===== config.mk =====
export PLATFORM = sky130hd
export DESIGN_NAME = x_pulse_monitor_flat
export DESIGN_NICKNAME = d
export VERILOG_FILES = /design/src/rtl/x_pulse_monitor_pkg.sv /design/src/rtl/x_pulse_monitor_if.sv /design/src/rtl/x_pulse_monitor_sync2.sv /design/src/rtl/x_pulse_monitor.sv /design/src/flat_wrapper.sv
export SDC_FILE = /design/constraint.sdc
export NUM_CORES = 1
export LEC_CHECK = 0
export CAP_MARGIN = 20
export CORE_ASPECT_RATIO = 0.6
export CORE_UTILIZATION = 30
export CTS_CLUSTER_DIAMETER = 120
export CTS_CLUSTER_SIZE = 12
export DETAILED_ROUTE_END_ITERATION = 7
export DONT_BUFFER_PORTS = 1
export PLACE_DENSITY_LB_ADDON = 0.2
export RECOVER_POWER = 50
export SLEW_MARGIN = 0
export SYNTH_ARGS = -nofsm -noshare
export SYNTH_HDL_FRONTEND = slang
export SYNTH_SLANG_ARGS = --single-unit

===== constraint.sdc =====
create_clock -name clk -period 8 [get_ports clk]
set_clock_uncertainty 0.2 [all_clocks]
set_input_delay 1.2 -clock clk [delete_from_list [all_inputs] [get_ports clk]]
set_output_delay 1.2 -clock clk [all_outputs]
set_load 0.01 [all_outputs]

===== src/rtl/x_pulse_monitor_pkg.sv =====
// Shared definitions for the pulse monitor: FSM encoding and default sizes.
package x_mon_pkg;

  typedef enum logic [1:0] {
    IDLE    = 2'd0,
    MEASURE = 2'd1,
    DONE    = 2'd2
  } state_e;

  localparam int DEF_CNT_W  = 8;
  localparam int DEF_WINDOW = 16;
  localparam int WIN_CNT_W  = 16;

endpackage


===== src/rtl/x_pulse_monitor_if.sv =====
// Bundle of the monitor's request/result signals. The requester drives x and
// start; the monitor returns status, the synchronized x and the window results.
interface x_pulse_monitor_if
  import x_mon_pkg::*;
#(
  parameter int CNT_W = DEF_CNT_W
);

  logic             x;
  logic             start;
  logic             busy;
  logic             done;
  logic             x_sync;
  logic [CNT_W-1:0] rise_cnt;
  logic [CNT_W-1:0] fall_cnt;
  logic [CNT_W-1:0] max_high;

  modport master (
    output x, start,
    input  busy, done, x_sync, rise_cnt, fall_cnt, max_high
  );

  modport slave (
    input  x, start,
    output busy, done, x_sync, rise_cnt, fall_cnt, max_high
  );

endinterface


===== src/rtl/x_pulse_monitor_sync2.sv =====
// Two-flop synchronizer bringing the asynchronous x into the clk domain.
module sync2 (
  input  logic clk,
  input  logic rst,
  input  logic d,
  output logic q
);

  logic meta_q;
  logic sync_q;

  // Shift d through two flops; reset clears both so x_sync restarts at 0.
  always_ff @(posedge clk) begin
    if (rst) begin
      meta_q <= 1'b0;
      sync_q <= 1'b0;
    end else begin
      meta_q <= d;
      sync_q <= meta_q;
    end
  end

  assign q = sync_q;

endmodule


===== src/rtl/x_pulse_monitor.sv =====
// Measures edges and the longest high run of a synchronized signal over a
// fixed window of WINDOW cycles, started on request and reported with done.
module x_pulse_monitor
  import x_mon_pkg::*;
#(
  parameter int CNT_W  = DEF_CNT_W,
  parameter int WINDOW = DEF_WINDOW
) (
  input logic              clk,
  input logic              rst,
  x_pulse_monitor_if.slave bus
);

  localparam logic [CNT_W-1:0]     CNT_MAX  = {CNT_W{1'b1}};
  localparam logic [CNT_W-1:0]     CNT_ONE  = CNT_W'(1);
  localparam logic [WIN_CNT_W-1:0] WIN_LAST = WIN_CNT_W'(WINDOW - 1);
  localparam logic [WIN_CNT_W-1:0] WIN_ONE  = WIN_CNT_W'(1);

  state_e               state_q;
  logic [WIN_CNT_W-1:0] winCnt_q;
  logic                 busy_q;
  logic                 done_q;

  logic                 xSync;
  logic                 xPrev_q;

  logic [CNT_W-1:0]     riseCnt_q, riseCnt_d;
  logic [CNT_W-1:0]     fallCnt_q, fallCnt_d;
  logic [CNT_W-1:0]     runCnt_q,  runCnt_d;
  logic [CNT_W-1:0]     maxHigh_q, maxHigh_d;
  logic [CNT_W-1:0]     runInc;

  sync2 u_sync2 (
    .clk (clk),
    .rst (rst),
    .d   (bus.x),
    .q   (xSync)
  );

  // Control FSM: window counter, registered busy/done; reset beats start.
  always_ff @(posedge clk) begin
    if (rst) begin
      state_q  <= IDLE;
      winCnt_q <= '0;
      busy_q   <= 1'b0;
      done_q   <= 1'b0;
    end else begin
      case (state_q)
        IDLE: begin
          done_q <= 1'b0;
          if (bus.start) begin
            state_q  <= MEASURE;
            winCnt_q <= '0;
            busy_q   <= 1'b1;
          end
        end
        MEASURE: begin
          if (winCnt_q == WIN_LAST) begin
            state_q <= DONE;
            busy_q  <= 1'b0;
            done_q  <= 1'b1;
          end else begin
            winCnt_q <= winCnt_q + WIN_ONE;
          end
        end
        DONE: begin
          state_q <= IDLE;
          done_q  <= 1'b0;
        end
        default: begin
          state_q <= IDLE;
          busy_q  <= 1'b0;
          done_q  <= 1'b0;
        end
      endcase
    end
  end

  // Previous x_sync runs all the time so a first-cycle edge is still seen.
  always_ff @(posedge clk) begin
    if (rst) begin
      xPrev_q <= 1'b0;
    end else begin
      xPrev_q <= xSync;
    end
  end

  assign runInc = (runCnt_q == CNT_MAX) ? CNT_MAX : runCnt_q + CNT_ONE;

  // Result next-state: clear on accepted start, update only while measuring.
  always_comb begin
    riseCnt_d = riseCnt_q;
    fallCnt_d = fallCnt_q;
    runCnt_d  = runCnt_q;
    maxHigh_d = maxHigh_q;
    if (state_q == IDLE && bus.start) begin
      riseCnt_d = '0;
      fallCnt_d = '0;
      runCnt_d  = '0;
      maxHigh_d = '0;
    end else if (state_q == MEASURE) begin
      if (xSync && !xPrev_q && riseCnt_q != CNT_MAX) begin
        riseCnt_d = riseCnt_q + CNT_ONE;
      end
      if (!xSync && xPrev_q && fallCnt_q != CNT_MAX) begin
        fallCnt_d = fallCnt_q + CNT_ONE;
      end
      if (xSync) begin
        runCnt_d = runInc;
        if (runInc > maxHigh_q) begin
          maxHigh_d = runInc;
        end
      end else begin
        runCnt_d = '0;
      end
    end
  end

  // Result registers; they hold between windows so done results stay valid.
  always_ff @(posedge clk) begin
    if (rst) begin
      riseCnt_q <= '0;
      fallCnt_q <= '0;
      runCnt_q  <= '0;
      maxHigh_q <= '0;
    end else begin
      riseCnt_q <= riseCnt_d;
      fallCnt_q <= fallCnt_d;
      runCnt_q  <= runCnt_d;
      maxHigh_q <= maxHigh_d;
    end
  end

  assign bus.busy     = busy_q;
  assign bus.done     = done_q;
  assign bus.x_sync   = xSync;
  assign bus.rise_cnt = riseCnt_q;
  assign bus.fall_cnt = fallCnt_q;
  assign bus.max_high = maxHigh_q;

endmodule


===== src/flat_wrapper.sv =====
// flat-port wrapper written by rule: the top's interface ports become plain ports
module x_pulse_monitor_flat import x_mon_pkg::*;
#(
  parameter int CNT_W  = DEF_CNT_W,
  parameter int WINDOW = DEF_WINDOW
)
  (clk, rst, bus_x, bus_start, bus_busy, bus_done, bus_x_sync, bus_rise_cnt, bus_fall_cnt, bus_max_high);
  x_pulse_monitor_if #(.CNT_W(CNT_W)) bus_i ();
  input logic clk;
  input logic rst;
  input wire logic [$bits(bus_i.x)-1:0] bus_x;
  input wire logic [$bits(bus_i.start)-1:0] bus_start;
  output wire logic [$bits(bus_i.busy)-1:0] bus_busy;
  output wire logic [$bits(bus_i.done)-1:0] bus_done;
  output wire logic [$bits(bus_i.x_sync)-1:0] bus_x_sync;
  output wire logic [$bits(bus_i.rise_cnt)-1:0] bus_rise_cnt;
  output wire logic [$bits(bus_i.fall_cnt)-1:0] bus_fall_cnt;
  output wire logic [$bits(bus_i.max_high)-1:0] bus_max_high;
  assign bus_i.x = bus_x;
  assign bus_i.start = bus_start;
  assign bus_busy = bus_i.busy;
  assign bus_done = bus_i.done;
  assign bus_x_sync = bus_i.x_sync;
  assign bus_rise_cnt = bus_i.rise_cnt;
  assign bus_fall_cnt = bus_i.fall_cnt;
  assign bus_max_high = bus_i.max_high;
  x_pulse_monitor #(.CNT_W(CNT_W), .WINDOW(WINDOW)) u_core (.clk(clk), .rst(rst), .bus(bus_i));
endmodule

==> metrics.yaml, run 1 <==
run_status:
  run_status: "complete, no violations"
place:
  hpwl_mm: 4.237
  gp_congestion: 0.7584
  port_buffers: 0
clock_network:
  htree_levels: 2
  clock_latency_ps: 300
  clkSinkCount: 55
  cts-root-buf: "clkbuf_16"
  cts_buffers: 5
  cts_tree: "yes"
  cts.path.max_buffers: 2
  hold_buffers: 0
  clk_pin_slew_ps: 70
  ctsResizeCount: 0
  postCtsSetupBuffers: 0
synthesis:
  synth.distinct_cells: 46
  synth_seq_area_share_pct: 40.68
  synth_most_common_cell: "dfxtp_1"
  synth_common_cells: "dfxtp_1, nor2_1, xor2_1, nand4_1, a21oi_1"
  synth_edf_count: 0
  syn-cell-area_um2: 2706
  synth.area.top_cells: "dfxtp_1, xor2_1, ha_1, nor2_1, nand4_1"
  syn_nets: 318
  syn_inst: 302
  synth_ff_type: "dfxtp_1"
  yosysTopAreaCellShare_pct: 40.68
  syn_avg_cell_area_um2: 8.961
  ys_warn_count: 0
  async_reset_ff_share_pct: 0
  synth_area_leader_cell: "dfxtp_1"
  ys_ff_latch: 55
sta:
  hold_viol_final: 0
  tightest_slew_ps: 958.6
  max_freq_ghz: 0.3011
  finalSetupViolations: 0
  slew_headroom_pct: 36.09
  timing.hold.ws_ps: 246.2
  final_max_slew_viol_count: 0
  setup-tns-final_ps: 0
  period_share_pct: 41.52
  fin_crit_ps: 3322
  rsz0062_at_grt: "false"
layout:
  nets: 310
  drive_gt1_share_pct: 4.422
  synthToLayoutAreaGrowth_pct: 8.276
  multi_input_area_um2: 1485
  antenna_cells: 0
  fill_cells: 874
  ff_latch_area_um2: 1101
setup_path:
  cp_slowest_cell: "or2_0"
  worstPathMaxFanout: 30
  worst-setup-path-type: "in -> reg"
  worst_setup_path_start_kind: "primary input"
  critical_path_required_ps: 7980
  cp.arrival_ps: 3300
  cp_common_cell: "nor2b_1"
  cp_slowest_stage_delay_ps: 800
  cp-end-kind: "flop"
  cp_top_family: "simple AND/OR/NAND/NOR gates"
  worst-path-buf-inv: 1
  path_cells: "nor2b_1 -> nor2b_1 -> or2_0 -> buf_4 -> or4_1 -> nand2_1"
die:
  core-area_um2: 8621
  pin_count: 31
  die_y_um: 75.57
  initial_core_util_pct: 31.39
  dieArea_um2: 9418
  rows: 26
  fp.dieW_um: 124.6
global_routing:
  grt_pass1_wl_mm: 9.735
  grtUsageTotal_pct: 13.24
  grt_max_degree: 31
  grt-ovfl-total: 0
  antenna_found_initial: 0
  grt_pass1_vias: 1815
routing:
  drtIter0Drc: 119
  drc: 0
  wl_mm: 5.914
  drt-pass1-iter-count: 4
  routed_via_density: 5.015
  dr_total_vias: 2036
  drtAntennaViolNets: 0
  wire_per_inst_um: 14.57
power:
  leakagePower_nw: 1.035
  vdd_ir_drop_max_mv: 0.06552
  p_per_area_nw_per_um2: 186.0
hold_path:
  worstHoldPathType: "reg -> reg"
flow_run:
  drv_cap: 0
==> layer usage <==
| layer | GRT usage [%] | share of wire, % | vias up |
|---|---|---|---|
| met1 | 19.10 | 54 | 924 |
| met4 | 4.418 | 1.1 | 0 |
| met3 | 5.267 | 7.9 | 8 |
| li1 | - | - | 1064 |
| met2 | 17.50 | 37 | 40 |
| met5 | 0 | 0 | - |
==> final timing paths <==
kind | startpoint | end | slack (ps) | cells past startpoint
worst max-delay path | bus_start | u_core.winCnt_q[12] | 4680 | 6
worst min-delay path | u_core.u_sync2.meta_q | u_core.u_sync2.q | 250 | 1
worst max register to register | u_core.runCnt_q[0] | u_core.bus.max_high[0] | 4920 | 10
worst min register to register | u_core.u_sync2.meta_q | u_core.u_sync2.q | 250 | 1
==> registers in the layout, summed over array words and instances, names as in the netlist <==
name,cells
u_core.winCnt_q,16
u_core.bus.fall_cnt,8
u_core.bus.max_high,8
u_core.bus.rise_cnt,8
u_core.runCnt_q,8
u_core.state_q,2
u_core.bus.busy,1
u_core.bus.done,1
u_core.u_sync2.meta_q,1
u_core.u_sync2.q,1
u_core.xPrev_q,1
==> stage by stage <==
stage / utilization (%) / instances / worst slack [ps] / total power [mW] / instance area, µm²
finish: 33.99 / 406 / 4678 / 0.5450 / 2930
global route: 33.99 / 406 / 4337 / 0.5705 / 2930
CTS: 34.15 / 406 / 4958 / 0.5530 / 2944
detailed placement: 32.26 / 399 / 4811 / 0.3070 / 2781
global placement: 32.26 / 399 / 4834 / 0.3067 / 2781
floorplan: - / 302 / 5221 / 0.3026 / 2706
==> worst register-to-register path: stages, from the launching register on <==
cell and delay, ps:
dfxtp_1 360, ha_1 190, and2_1 270, nand3_1 270, o21ai_1 240, ha_1 290, nand4_1 120, o21ai_1 90
a31oi_2 400, and2_1 400, a211oi_1 120
==> area by class of cell <==
type	instances	area share, %
clock buffers	5	4.270
multi-input cells	222	50.68
flip-flops and latches	55	37.57
clock inverters	2	1.281
well taps	112	4.782
inverters	9	1.153
repair buffers	1	0.2562
==> cell families after synthesis <==
logic type,share of synthesized area [%]
AOI/OAI and AO/OA,13.45
xor gates and xnor gates,8.738
adders and majority gates,5.548
buffers and inverters,3.930
DFF,40.68
muxes,1.526
and+or+nand+nor,26.12
==> cell usage in the layout (no fill, tap or decap), types with 6 or more instances in the layout <==
master,instances
nor2b_1,7
o31ai_1,7
and3_1,11
dfxtp_1,55
ha_1,12
nor2_1,40
xor2_1,21
a21oi_1,15
xnor2_1,6
nor3_1,6
nand2_1,14
nand3_1,10
inv_1,9
nand4_1,19
==> report_power, final <==
part,total [mW],switching [mW],internal (mW)
clock network,0.245,0.0994,0.146
logic,0.0209,0.0159,0.00497
registers,0.279,0.00280,0.276
total,0.545,0.118,0.427
Note: power is estimated with default switching activity, not from simulation.
==> run 2, diff against run 1 <==
==> constraint.sdc (replaced) <==
create_clock -name clk -period 2.7 [get_ports clk]
set_clock_uncertainty 0.2 [all_clocks]
set_input_delay 0.405 -clock clk [delete_from_list [all_inputs] [get_ports clk]]
set_output_delay 0.405 -clock clk [all_outputs]
set_load 0.01 [all_outputs]
==> run 2 against run 1 <==
First-iteration DRC count grew 17%. Register-to-register slack lost 4800 ps. Critical path depth grew 6. Count of clock-buffer cells in the layout grew 1. Sequential share of layout area shrank 3.6 points. Die area is the same. Final area grew 11%. Setup slack lost 4600 ps. Flip-flop and latch count is the same. Clock power grew to 3.2 times the previous value. Via count grew 8.6%. Combinational power grew to 3.8 times the previous value. Critical endpoint is now u_core.bus.max_high[0].
==> metrics.yaml, run 2 (synthesis gave the netlist of run 1 again) <==
layout:
  final_common_cell: "dfxtp_1"
  largest_reg_flops: 16
  utilization_pct: 37.65
  antenna_cells: 0
  fill_cells: 859
  final_area_um2: 3246
  drive_gt1_share_pct: 18.38
  nets: 336
  top_register: "u_core.winCnt_q"
  ff_latch_area_um2: 1104
  multi_input_area_um2: 1582
  synthToLayoutAreaGrowth_pct: 19.93
  layout_common_cells: "dfxtp_1, nor2_1, buf_4"
die:
  dieArea_um2: 9418
  rows: 26
  die_y_um: 75.57
  core-area_um2: 8621
  initial_core_util_pct: 31.39
  pin_count: 31
  fp.dieW_um: 124.6
clock_network:
  clk_pin_slew_ps: 70
  htree_levels: 2
  cts.path.max_buffers: 2
  cts_buffers: 5
  cts-root-buf: "clkbuf_16"
  cts_tree: "yes"
  clkSinkCount: 55
  clock_latency_ps: 300
setup_path:
  worst_setup_path_start_kind: "flop"
  cp.arrival_ps: 2600
  cp-end-kind: "flop"
  cp-startpoint: "u_core.runCnt_q[0]"
  worstPathMaxFanout: 8
  r2r_slack_ps: 120
  critical_path_required_ps: 2720
  worst-setup-path-type: "reg -> reg"
  r2r_start: "u_core.runCnt_q[0]"
routing:
  wl_mm: 6.437
  wire_per_inst_um: 14.87
  routed_via_density: 5.106
  drc: 0
  dr_total_vias: 2211
  drtIter0Drc: 139
  drt-pass1-iter-count: 4
  drtAntennaViolNets: 0
global_routing:
  grtUsageTotal_pct: 14.38
  antenna_found_initial: 0
  grt_max_degree: 18
  grt_pass1_vias: 2029
  grt_pass1_wl_mm: 10.61
  grt-ovfl-total: 0
sta:
  tightest_slew_ps: 665.3
  finalSetupViolations: 0
  max_freq_ghz: 0.3879
  fin_crit_ps: 2578
  slew_headroom_pct: 55.49
  timing.final.ws_setup_ps: 121.8
  final_max_slew_viol_count: 0
  hold_viol_final: 0
  rsz0062_at_grt: "true"
  period_share_pct: 95.49
run_status:
  run_status: "complete, no violations"
place:
  hpwl_mm: 4.721
  preCtsSetupSlack_ps: -39.75
  placed_cell_area_um2: 2980
  port_buffers: 0
  gp_congestion: 0.8427
flow_run:
  drv_cap: 0
power:
  p_total_mw: 1.679
  vdd_ir_drop_max_mv: 0.2094
  p_per_area_nw_per_um2: 517.5
  leakagePower_nw: 1.206
hold_path:
  worstHoldPathType: "in -> reg"
  min_from: "bus_x"
[run 2: cell types whose count changed in the layout (fill, tap and decap cells not counted), sizes merged]
cell	delta
dlygate4sd3	+1
clkinvlp	-1
clkbuf	+1
buf	+25
inv	+1
[run 2: what timing repair did]
item                       in CTS  in global routing
hold endpoints to repair        9                  0
pin swaps                       1                  7
hold buffers                    1                  0
resized for setup               4                 14
setup endpoints to repair       8                  8
setup buffers                   0                  1
[run 2: path summary, 6_finish.rpt]
check,endpoint,cells past startpoint
hold / removal,u_core.u_sync2.meta_q,1
hold reg to reg,u_core.u_sync2.q,1
setup / recovery,u_core.bus.max_high[0],12
setup reg to reg,u_core.bus.max_high[0],12
[run 2: where the power goes]
part           switching (mW)  leakage (nW)  internal (mW)
Combinational          0.0535         0.673         0.0250
Clock                   0.308        0.0875          0.467
Sequential            0.00923         0.445          0.817
Total                   0.370          1.21           1.31
[run 2: final cells by class]
class,instances,share of cell area [%]
timing repair buffer,27,6.438
clock buffer,6,4.279
inverter,9,1.041
clock inverter,2,1.195
multi-input combinational,222,48.73
sequential,55,34.00
tap,112,4.318
[run 2: stage by stage]
stage	hold slack (ps)	instances	setup TNS (ps)
floorplan	213.8	302	0
global placement	217.9	423	-2.479
detailed placement	228.5	423	-95.80
CTS	24.06	432	0
global route	46.87	433	-1.326
finish	31.23	433	0
[run 2: worst max-delay path, cell delays in order, from the launching register on]
cell and delay, ps:
dfxtp_2 320, ha_2 180, and2_4 170, buf_4 140
and3_1 170, a21oi_1 210, ha_1 270, nand4_1 140
o21ai_2 100, a31oi_4 170, buf_6 150, a21oi_1 80
a211oi_2 190
[run 2: routing by layer]
layer,GRT usage (%),share of wire [%],vias up
met2,19.03,39,36
met4,4.016,1.0,0
met3,5.126,6.3,7
met1,21.32,54,1052
met5,0,0,-
li1,-,-,1116
==> run 3, diff against run 2 <==
--- a/config.mk
+++ b/config.mk
@@ -12,6 +12,7 @@
 export CTS_CLUSTER_SIZE = 12
 export DETAILED_ROUTE_END_ITERATION = 7
 export DONT_BUFFER_PORTS = 1
+export GPL_ROUTABILITY_DRIVEN = 0
 export PLACE_DENSITY_LB_ADDON = 0.2
 export RECOVER_POWER = 50
 export SLEW_MARGIN = 0
==> results of run 3 <==
The final DEF is identical to that of run 2; final timing and power are the same.
